### src/rtl/uart_fsm_rx.sv
// 8N1 serial receiver: 2-flop synchroniser, mid-bit sampling FSM and a
// valid/ack output register with frame-error and overrun pulses.
module uart_fsm_rx #(
  parameter int baud        = 9_600,
  parameter int clock_speed = 16_000_000
) (
  input  logic       clk,
  input  logic       CLR_n,
  input  logic       rx_in,
  input  logic       rx_ack,
  output logic [7:0] data_out,
  output logic       rx_valid,
  output logic       frame_err,
  output logic       overrun
);

  // Same bit-time formula as the transmitter so loopback is bit-exact.
  localparam int BIT_WIDTH  = (clock_speed / baud) / 2;
  localparam int HALF_WIDTH = BIT_WIDTH / 2;
  localparam int CNT_W      = $clog2(BIT_WIDTH) + 1;

  localparam logic [CNT_W-1:0] BIT_LAST  = CNT_W'(BIT_WIDTH - 1);
  localparam logic [CNT_W-1:0] HALF_LAST = CNT_W'(HALF_WIDTH - 1);
  localparam logic [CNT_W-1:0] CNT_ONE   = CNT_W'(1);

  typedef enum logic [2:0] {
    S_IDLE,
    S_START,
    S_DATA,
    S_STOP,
    S_BREAK
  } state_t;

  logic [1:0]       sync_q;
  logic             rxs;
  state_t           state_q, state_d;
  logic [CNT_W-1:0] cnt_q, cnt_d;
  logic [2:0]       idx_q, idx_d;
  logic [7:0]       shift_q, shift_d;
  logic [7:0]       data_q, data_d;
  logic             valid_q, valid_d;
  logic             ferr_q, ferr_d;
  logic             ovr_q, ovr_d;

  assign rxs = sync_q[1];

  always_ff @(posedge clk or negedge CLR_n) begin
    if (!CLR_n) begin
      sync_q  <= 2'b11;
      state_q <= S_IDLE;
      cnt_q   <= '0;
      idx_q   <= '0;
      shift_q <= '0;
      data_q  <= '0;
      valid_q <= 1'b0;
      ferr_q  <= 1'b0;
      ovr_q   <= 1'b0;
    end else begin
      sync_q  <= {sync_q[0], rx_in};
      state_q <= state_d;
      cnt_q   <= cnt_d;
      idx_q   <= idx_d;
      shift_q <= shift_d;
      data_q  <= data_d;
      valid_q <= valid_d;
      ferr_q  <= ferr_d;
      ovr_q   <= ovr_d;
    end
  end

  always_comb begin
    state_d = state_q;
    cnt_d   = cnt_q;
    idx_d   = idx_q;
    shift_d = shift_q;
    data_d  = data_q;
    valid_d = valid_q;
    ferr_d  = 1'b0;
    ovr_d   = 1'b0;

    // A good frame completing in the same cycle overrides this clear below.
    if (valid_q && rx_ack) valid_d = 1'b0;

    case (state_q)
      S_IDLE: begin
        cnt_d = '0;
        if (!rxs) state_d = S_START;
      end
      S_START: begin
        if (cnt_q == HALF_LAST) begin
          cnt_d = '0;
          if (rxs) begin
            state_d = S_IDLE;
          end else begin
            state_d = S_DATA;
            idx_d   = '0;
          end
        end else begin
          cnt_d = cnt_q + CNT_ONE;
        end
      end
      S_DATA: begin
        if (cnt_q == BIT_LAST) begin
          cnt_d          = '0;
          shift_d[idx_q] = rxs;
          idx_d          = idx_q + 3'd1;
          if (idx_q == 3'd7) state_d = S_STOP;
        end else begin
          cnt_d = cnt_q + CNT_ONE;
        end
      end
      S_STOP: begin
        if (cnt_q == BIT_LAST) begin
          cnt_d = '0;
          if (rxs) begin
            state_d = S_IDLE;
            if (!valid_q || rx_ack) begin
              data_d  = shift_q;
              valid_d = 1'b1;
            end else begin
              ovr_d = 1'b1;
            end
          end else begin
            ferr_d  = 1'b1;
            state_d = S_BREAK;
          end
        end else begin
          cnt_d = cnt_q + CNT_ONE;
        end
      end
      S_BREAK: begin
        // Held-low line must go idle before a new start can be seen.
        cnt_d = '0;
        if (rxs) state_d = S_IDLE;
      end
      default: begin
        state_d = S_IDLE;
        cnt_d   = '0;
      end
    endcase
  end

  assign data_out  = data_q;
  assign rx_valid  = valid_q;
  assign frame_err = ferr_q;
  assign overrun   = ovr_q;

endmodule

### config.mk
export PLATFORM = sky130hd
export DESIGN_NAME = uart_fsm_rx
export DESIGN_NICKNAME = d
export VERILOG_FILES = /design/src/rtl/uart_fsm_rx.sv
export SDC_FILE = /design/constraint.sdc
export NUM_CORES = 1
export LEC_CHECK = 0
export ABC_CLOCK_PERIOD_IN_PS = 4650
export BUFFER_PORTS_ARGS = -buffer_cell sky130_fd_sc_hd__buf_4
export CAP_MARGIN = 5
export CORE_ASPECT_RATIO = 1.2
export CORE_MARGIN = 2
export CORE_UTILIZATION = 40
export DETAILED_ROUTE_END_ITERATION = 10
export PLACE_DENSITY = 0.62
export SYNTH_ARGS = -nofsm -noshare
export SYNTH_HDL_FRONTEND = slang
export SYNTH_SLANG_ARGS = --single-unit
### constraint.sdc
create_clock -name clk -period 4.65 [get_ports clk]
set_clock_uncertainty 0.2 [all_clocks]
set_input_delay 0 -clock clk [delete_from_list [all_inputs] [get_ports clk]]
set_output_delay 0 -clock clk [all_outputs]
set_load 0.02 [all_outputs]
# Yosys cells after proc, flatten, opt, wreduce, memory -nomap -nowiden
# Index checks and enable logic that the tools add are counted.
# word_totals
ff_bits,38
out_inout_bits,11
# op_classes
n_addsub,2
magnitude_cmp,2
n_eq_ne,14
mux,31
reduce_logical,11
# op_table
cell,count
two-way mux 3 bit,10
two-way mux 11 bit,2
one-hot mux 11 bit (2 select lines),1
one-hot mux 3 bit (5 select lines),1
"!= test 2 bit, second input constant",7
two-way mux 1 bit,13
"adder 11 x 1 -> 11 bit, second input constant",1
"== test 11 x 10 -> 1 bit, second input constant",1
"== test 11 x 9 -> 1 bit, second input constant",1
bitwise mux 8 bit,1
AND reduction 4 bit,2
"== test 3 x 2 -> 1 bit, second input constant",2
"== test 3 bit, second input constant",2
one-hot mux 3 bit (2 select lines),1
AND reduction 6 bit,1
"< comparator 3 x 4 -> 1 bit, second input constant",1
"adder 3 x 1 -> 3 bit, second input constant",1
demux 1 bit (select 3 bit),1
"== test 3 x 1 -> 1 bit, second input constant",1
">= comparator 3 x 1 -> 1 bit, second input constant",1
zero test 3 bit,1
logical AND 1 bit,2
two-way mux 2 bit,1
AND reduction 2 bit,1
other kinds (4),4

# Depth between registers and ports, before layout
# Gate-level depths: netlist (run 1).
# depth
ltp_word,6
ltp_mapped,7

# Worst setup path after synthesis (run 1)
# No wires, ideal clock.
# synth_timing
kind,reg2reg
startpoint,register cnt_q[0]
endpoint,register shift_q[4]
arrival_time_ns,1.670
setup_slack_ns,2.653
path_stages_with_launch,8
period_less_slack_ns,1.997
path_cell_list,dfrtp_1 > inv_1 > ha_1 > and4bb_1 > and4_4 > buf_6 > and4bb_1 > mux2_1
# synth_between
elab_chain_len,2
# synth_rtl
item,line_no,text
from (decl),37,"logic [CNT_W-1:0] cnt_q, cnt_d;"
from (signal assigned),61,cnt_q <= cnt_d;
== test 11 x 10 -> 1 bit,103,if (cnt_q == BIT_LAST) begin
AND reduction 2 bit (no line),n/a,
to (signal assigned),63,shift_q <= shift_d;
to (decl),39,"logic [7:0] shift_q, shift_d;"
# No other way between the ends.
# A chain may end at the register's enable or synchronous reset.

# Worst setup path in the final report (run 1)
# layout_timing
startpoint,register cnt_q[0]
endpoint,register cnt_q[7]
# layout_between
elab_chain_len,3
# layout_rtl
item,line_no,text
"adder 11 x 1 -> 11 bit, or another cell as far along","99, 109, 128",
"two-way mux 11 bit, on equally long branches","103, 113, 90",
one-hot mux 11 bit (2 select lines) *,84,case (state_q)
named net cnt_d[7],37,
# The timed path passes the listed nets; every way through them passes the cells marked *.

==> summary.md, run 1 <==
| Metric | Value |
|---|---|
| Number of antenna diodes | `0` |
| Die height | `approximately 78 um` |
| Startpoint of the most critical register-to-register path | `cnt_q[0]` |
| Largest voltage drop on the vdd net | `~0.00017 V` |
| Half-perimeter wire length after placement | `about 2200 um` |
| Reg2Reg Setup Slack | `approximately 2.3 ns` |
| RSZ-0062 raised after global routing | `false` |
| Largest net degree at the start of global routing | `39` |
| Final std cells w/o fill | `230` |
| Syn. warnings | `0` |
| I/O Buffers | `14` |
| Final weighted congestion in routability-driven placement | `a little under 0.8` |
| Number of max-slew violations in the final report | `0` |
| Total GRT Usage | `approximately 14%` |
| List of most frequent post-synthesis cells | `36 x dfrtp_1, 16 x nor2_1, 11 x mux2_2` |
| Per-instance average area after synthesis | `11.8 um2` |
| Root buffer cell | `clkbuf_8` |
| Cells traversed along the worst timing path | `ha_1 -> and4_1 -> a41oi_1 -> a31oi_1 -> nor2_1` |
| Maximum clock insertion buffer count | `2` |
| Proportion of netlist area held by the largest area contributor | `48.8%` |
| Post-synthesis sequential area ratio | `51.7%` |
| Min Clock Period, post-route | `2.36 ns` |
| Number of nets in the layout | `179` |
| Total core area | `4530 um2` |
| FP Rows | `27` |
| Register bit count reported by yosys | `38` |
| Summed negative setup slack over all endpoints | `0 ns` |
| Grt ovf | `0` |
| Count of endpoints failing hold in the final timing report | `0` |
| Fraction of final layout cells sized beyond drive strength 1 | `25.6%` |
| Cell type with the highest aggregate area in the netlist | `dfrtp_1` |
| DR WL/cell | `approximately 14 um` |
| Number of filler instances in the final layout | `about 440` |
| Slowest Stage Delay on Critical Path | `around 0.7 ns` |
| Flip-flop cell with the highest count after synthesis | `dfrtp_1` |
| Post-synthesis instance area | `1850 um2` |
| Starting Density | `between 40% and 50%` |
| Number of maximum-capacitance constraint violations | `0` |
| Antenna violations before repair | `0` |
| Worst path arrival time | `approximately 2.3 ns` |
| Pwr/cell area | `277 nW/um2` |
| Critical Path Fanout Max | `11` |
| Iteration-0 DRC count of the detailed router | `between 80 and 90` |
| Number of enable-type register cells in the synthesized netlist | `0` |
| Residual DRC count | `0` |
| Placed instance count | `roughly 220` |
| Max H-tree Level | `2` |
| Slew at the pin with the worst max-slew slack | `0.922 ns` |
| Endpoint of the worst register-to-register path | `cnt_q[7]` |
| Final clock period utilization by the worst path | `between 50% and 60%` |
| Mux cell area share after synthesis | `under 10%` |
| Clock latency on the worst-skew pair | `roughly 0.28 ns` |
| Compound-gate portion of the synthesized area | `6.51%` |
| Clock-pin slew on the worst setup and hold paths | `0.07 ns` |
| Startpoint-to-endpoint class of the critical path | `reg -> reg` |
| Drt pass-1 iters | `4` |
| Syn Inst Count | `156` |
| Adder-Cell Fraction of Synth Area | `2.71%` |
| Post-CTS Repair Setup Buffers | `0` |
| Required time reported for the critical path endpoint | `approximately 4.6 ns` |
| Number of endpoints failing setup at the final stage | `0` |
| Critical Path Sink Type | `flop` |
| Die extent in x | `between 60 and 70 um` |
| Kind of start point of the critical path | `flop` |
| Number of vias per cell after detailed routing | `approximately 5.3` |
| Leak | `roughly 0.00096 uW` |
| Dominant cell by count in the synthesized netlist | `dfrtp_1` |
| Post-Syn Nets | `164` |
| Run status | `finished clean` |
| Via count | `~1200` |
| Post-Route WL | `~3200 um` |
| TritonCTS clock tree | `yes` |
| Slew HR | `38.2%` |
| Worst Reg2Reg Path Length in Cells | `5` |
| Post-cts hold buffer count | `3` |
| First-pass GRT wire length | `~5700 um` |
| Number of instances resized during post-cts repair | `0` |
| Post-Synth XOR/XNOR Area | `under 10%` |
| Distinct cell type count of the synthesized netlist | `around 40` |
| Clock buffers created by TritonCTS | `5` |
| Overall die area | `5180 um2` |
| Number of clock sinks | `38` |
| Number of global-route vias before repair | `~1300` |
| Simple-Gate Fraction of Synth Area | `roughly a fifth` |
| Area grow syn2layout | `12.7%` |
| Min-Delay Path Class | `in -> async` |
| Fmax | `424 MHz` |
| # IOs | `15` |
| Cell with the biggest individual delay on the critical path | `a31oi_1` |
| Asr flop ratio synth | `between 90% and 100%` |
| Post-DRT Antenna Nets | `0` |
| Largest family of logic cells by synthesized area | `simple AND/OR/NAND/NOR gates` |
| Largest cells by area after synthesis | `dfrtp_1 49%, mux2_2 6.7%, nor2_1 3.3%, mux2_1 3.1%, dfstp_2 2.8%` |
metal layers:
metal	wire [um]	global-route usage, %
met5	0	0
met3	102	4.30
met1	1360	16.1
met2	1680	24.6
met4	70	5.71
worst max-delay path: cells and delay by family, from the launching register on:
family	cells	cell delay, ns
flops	1	0.41
fa+ha+maj	1	0.25
simple gates	2	0.45
compound gates	2	0.89
power breakdown:
part	switching, uW	internal, uW	leakage (uW)
clock	112	119	0.0000472
combinational	7.29	3.71	0.000407
sequential	1.57	332	0.000509
total	121	455	0.000964
cell usage in the layout (no fill, tap or decap), drive strengths merged, types with 3 or more instances in the layout:
cell / n
dfrtp: 36
nor2: 16
mux2: 16
buf: 14
nand2: 7
nand4: 7
clkbuf: 6
nand3: 6
xor2: 5
nor3: 4
xnor2: 4
ha: 4
inv: 3
nor2b: 3
a21o: 3
nand4b: 3
dlygate4sd3: 3
nor3b: 3
and4bb: 3
and3: 3
cell families after synthesis:
family	count (synthesis)
fa+ha+maj	4
flops	38
mux	16
buf+inv	12
simple gates	61
compound gates	16
xor+xnor	9
how the worst max path moves through the flow:
stage	startpoint	to	depth (start not counted)
detailed placement	cnt_q[0]	cnt_q[7]	6
floorplan	cnt_q[0]	shift_q[4]	7
global placement	cnt_q[0]	cnt_q[2]	6
global route	cnt_q[0]	cnt_q[3]	5
CTS	cnt_q[0]	cnt_q[7]	6
finish	cnt_q[0]	cnt_q[7]	5
per-stage QoR:
stage	hold WS, ns	utilization [%]	worst slack [ns]	power [uW]	area, um2
floorplan	-0.496	-	2.65	341	1850
global placement	-0.219	43.2	2.42	349	1950
detailed placement	-0.206	43.2	2.30	350	1950
CTS	0.0228	45.9	2.28	587	2080
global route	0.0498	45.9	2.12	603	2080
finish	0.0127	45.9	2.29	575	2080
sequential cells by signal, indices dropped and copies added (netlist names):
| signal | cells |
|---|---|
| cnt_q | 11 |
| data_out | 8 |
| frame_err | 1 |
| idx_q | 3 |
| overrun | 1 |
| rx_valid | 1 |
| shift_q | 8 |
| state_q | 3 |
| sync_q | 2 |
final cells by class:
type                            instances  area, um2  share of cell area, %
Multi-Input combinational cell        106        812                   39.0
Timing Repair Buffer                   17        135                   6.50
Tap cell                               58       72.6                   3.49
Clock inverter                          2       12.5                  0.602
Clock buffer                            6       82.6                   3.97
Inverter                                3       11.3                  0.542
Sequential cell                        38        953                   45.8
Power figures use the tool's default switching activity.
==> inputs of run 2 (changes only) <==
--- a/config.mk
+++ b/config.mk
@@ -5,14 +5,15 @@
 export SDC_FILE = /design/constraint.sdc
 export NUM_CORES = 1
 export LEC_CHECK = 0
-export ABC_CLOCK_PERIOD_IN_PS = 4650
+export ABC_AREA = 1
+export ABC_CLOCK_PERIOD_IN_PS = 2100
 export BUFFER_PORTS_ARGS = -buffer_cell sky130_fd_sc_hd__buf_4
 export CAP_MARGIN = 5
 export CORE_ASPECT_RATIO = 1.2
 export CORE_MARGIN = 2
 export CORE_UTILIZATION = 40
 export DETAILED_ROUTE_END_ITERATION = 10
-export PLACE_DENSITY = 0.62
+export PLACE_DENSITY = 0.64
 export SYNTH_ARGS = -nofsm -noshare
 export SYNTH_HDL_FRONTEND = slang
 export SYNTH_SLANG_ARGS = --single-unit
==> constraint.sdc (replaced) <==
create_clock -name clk -period 2.1 [get_ports clk]
set_clock_uncertainty 0.2 [all_clocks]
set_input_delay 0 -clock clk [delete_from_list [all_inputs] [get_ports clk]]
set_output_delay 0 -clock clk [all_outputs]
set_load 0.02 [all_outputs]
==> run 2 against run 1 <==
  * Power rose to 2.6 times the previous value
  * Design area increased by 7.8%
  * Register-to-register slack got worse by 1.9 ns
  * Flip-flop and latch count did not move
  * Setup slack worse by 1.9 ns
  * Wire length is 6.6% higher
  * Cell count rose by 36%
  * Clock power grew to 3.2 times the previous value
  * Die area grew 3.5%
  * Synthesized cell count is 49% higher
  * Fmax up 35%
  * Critical endpoint is now shift_q[6]
  * Largest cell class unchanged
==> summary.md, run 2 <==
| Metric | Value |
|---|---|
| Start point of the critical path | `cnt_q[0]` |
| Iteration-0 DRC count of the detailed router | `80 (-3.6%)` |
| Number of filler instances in the final layout | `468 (+7.1%)` |
| Clock latency on the worst-skew pair | `0.29 ns (about the same)` |
| Cell type with the highest aggregate area in the netlist | `dfrtp_1` |
| Clock group share of total power | `49.4% (+9.3 points)` |
| Per-instance average area after synthesis | `8.25 um2 (-30%)` |
| Critical Path Fanout Max | `8 (-3)` |
| Dominant cell by count in the synthesized netlist | `nand2_1` |
| Worst path arrival time | `1.71 ns (-0.57 ns)` |
| Max H-tree Level | `2 (unchanged)` |
| Reg2Reg Setup Slack | `0.36 ns (-1.94 ns)` |
| Post-Syn Nets | `240 (+46%)` |
| Critical Path Sink Type | `flop` |
| Final weighted congestion in routability-driven placement | `0.899 (+16%)` |
| Flip-flop cell with the highest count after synthesis | `dfrtp_1` |
| Min-Delay Path Class | `in -> async` |
| Number of vias per cell after detailed routing | `4.74 (-10%)` |
| Asr flop ratio synth | `100% (unchanged)` |
| Slew at the pin with the worst max-slew slack | `0.482 ns (-0.440 ns)` |
| Gate power share | `1.8% (about the same)` |
| I/O Buffers | `14 (unchanged)` |
| Number of max-slew violations in the final report | `0 (unchanged)` |
| Worst slack after detailed placement | `0.380 ns (-1.92 ns)` |
| Number of maximum-capacitance constraint violations | `0 (unchanged)` |
| Pwr/cell area | `672 nW/um2 (+140%)` |
| Startpoint-to-endpoint class of the critical path | `reg -> reg` |
| Leak | `0.00107 uW (+11%)` |
| Capturing instance or port of the critical path | `shift_q[6]` |
| Total GRT Usage | `15.8% (+1.6 points)` |
| Die height | `79.8 um (+1.7%)` |
| Switching power | `289 uW (+140%)` |
| Number of nets in the layout | `262 (+46%)` |
| List of most frequent post-synthesis cells | `58 x nand2_1, 36 x dfrtp_1, 35 x inv_1` |
| Number of global-route vias before repair | `1504 (+19%)` |
| Starting Density | `41.6% (+0.87 points)` |
| Number of clock sinks | `38 (unchanged)` |
| Syn Inst Count | `232 (+49%)` |
| Die extent in x | `67.1 um (+1.7%)` |
| Register bit count reported by yosys | `38 (unchanged)` |
| TritonCTS clock tree | `yes` |
| Worst hold slack | `0.00758 ns (-0.00509 ns)` |
| Area grow syn2layout | `17.2%` |
| Via count | `1484 (+22%)` |
| Largest register FFs | `11 (unchanged)` |
| Distinct cell type count of the synthesized netlist | `25 (-39%)` |
| # IOs | `15 (unchanged)` |
| Largest cells by area after synthesis | `dfrtp_1 47%, nand2_1 11%, inv_1 6.9%, nor2_1 4.9%, o21ai_2 3.7%` |
| Summed negative setup slack over all endpoints | `0 ns (unchanged)` |
| Count of endpoints failing hold in the final timing report | `0 (unchanged)` |
| Half-perimeter wire length after placement | `2400 um (+8.3%)` |
| Fraction of final layout cells sized beyond drive strength 1 | `18.0% (-7.5 points)` |
| Root buffer cell | `clkbuf_8` |
| Syn. warnings | `0 (unchanged)` |
| Final std cells w/o fill | `313 (+36%)` |
| Post-DRT Antenna Nets | `0 (unchanged)` |
| Commonest cells after routing, fill and taps aside | `58 x nand2_1, 36 x dfrtp_1, 35 x inv_1` |
| Internal cell power | `1220 uW (+170%)` |
| Largest voltage drop on the vdd net | `0.000401 V (+140%)` |
| Post-route cell area | `2240 um2 (+7.8%)` |
| FP Rows | `27 (unchanged)` |
| Min Clock Period, post-route | `1.74 ns (-0.613 ns)` |
| Number of enable-type register cells in the synthesized netlist | `0 (unchanged)` |
| Fmax | `573 MHz (+35%)` |
| Largest net degree at the start of global routing | `39 (unchanged)` |
| Leading cell type in the layout, fill and taps excluded | `nand2_1` |
| Number of endpoints failing setup at the final stage | `0 (unchanged)` |
| Kind of start point of the critical path | `flop` |
| Sequential group share of total power | `48.8% (-9.2 points)` |
| Switching fraction of total power | `19.2% (-1.8 points)` |
| First-pass GRT wire length | `6520 um (+15%)` |
| Total core area | `4590 um2 (+1.5%)` |
| Residual DRC count | `0 (unchanged)` |
| Largest register by flop count | `cnt_q` |
| Slew HR | `67.9% (+30 points)` |
| Proportion of netlist area held by the largest area contributor | `47.1% (-1.7 points)` |
| Overall die area | `5350 um2 (+3.5%)` |
| Maximum clock insertion buffer count | `2 (unchanged)` |
| Drt pass-1 iters | `4 (unchanged)` |
| Worst Reg2Reg Path Length in Cells | `9 (+4)` |
| Startpoint of the most critical register-to-register path | `cnt_q[0]` |
| Clock buffers created by TritonCTS | `5 (unchanged)` |
| Required time reported for the critical path endpoint | `2.06 ns (-2.52 ns)` |
| Post-Route WL | `3430 um (+6.6%)` |
| Post-synthesis instance area | `1910 um2 (+3.7%)` |
| Placed instance count | `302 (+38%)` |
| RSZ-0062 raised after global routing | `false` |
| Clock-pin slew on the worst setup and hold paths | `0.08 ns (about the same)` |
| Number of antenna diodes | `0 (unchanged)` |
| Final worst-path setup slack | `0.356 ns (-1.94 ns)` |
| Grt ovf | `0 (unchanged)` |
| DR WL/cell | `10.9 um (-22%)` |
| Cell Area, Placed | `2070 um2 (+6.1%)` |
| Antenna violations before repair | `0 (unchanged)` |
| Post-synthesis sequential area ratio | `49.8% (-1.8 points)` |
| Endpoint of the worst register-to-register path | `shift_q[6]` |
| Final clock period utilization by the worst path | `83.0% (+32 points)` |
| Run status | `finished clean` |
-- run 2: repair_timing --
action	CTS	global route
resized for setup	0	0
setup buffers	0	0
endpoints found under the hold margin	41	0
hold buffers	3	0
-- run 2: how the worst min path moves through the flow --
stage,from,to,slack (ns),cells past startpoint
finish,CLR_n,cnt_q[2],0.008,2
floorplan,CLR_n,cnt_q[0],-0.50,0
CTS,CLR_n,cnt_q[5],0.03,2
detailed placement,CLR_n,cnt_q[5],-0.20,1
global route,CLR_n,cnt_q[5],0.08,2
global placement,CLR_n,cnt_q[2],-0.20,1
-- run 2: final cells by class --
class / instances / area (um2) / share of cell area, %
sequential: 38 / 953 / 42.5
clock inverter: 3 / 68.8 / 3.07
timing repair buffer: 18 / 143 / 6.36
clock buffer: 5 / 68.8 / 3.07
tap: 58 / 72.6 / 3.24
multi-input combinational: 153 / 793 / 35.4
inverter: 38 / 143 / 6.36
-- run 2: stage by stage --
| stage | power [uW] | util, % |
|---|---|---|
| after floorplan | 756 | - |
| after global placement | 775 | 45.2 |
| after detailed placement | 775 | 45.2 |
| after CTS | 1530 | 48.8 |
| after global routing | 1560 | 48.8 |
| final | 1510 | 48.8 |
-- run 2: cell families (layout without fill, tap and decap cells) --
family,Yosys count,count (layout),synth area share [%]
compound gates,35,35,10.9
xor+xnor,5,5,2.29
fa+ha+maj,4,4,2.62
buf+inv,41,64,8.70
flops,38,38,49.8
simple gates,109,109,25.7
-- run 2: critical path: stages, from the launching register on --
cell     delay, ns
dfrtp_1       0.40
inv_1         0.08
ha_1          0.16
inv_1         0.04
nor2_1        0.12
nand3_2       0.15
nor2_4        0.18
nand3_1       0.13
nand2_1       0.09
o21ai_1       0.07
-- run 2: power by group through the flow --
stage               combinational, uW  sequential, uW  clock [uW]
global route                     32.1             737         788
detailed placement               24.3             751           0
CTS                              28.7             736         765
floorplan                        5.57             750           0
global placement                 24.2             751           0
finish                           27.1             736         744
-- run 2: per-layer routing --
metal  track usage [%]  vias up  part of all wire (%)
met2              24.3       22                    45
met1              21.4      691                    50
met3              3.10        7                   3.4
met5                 0        -                     0
li1                  -      764                     -
met4              7.14        0                   1.6
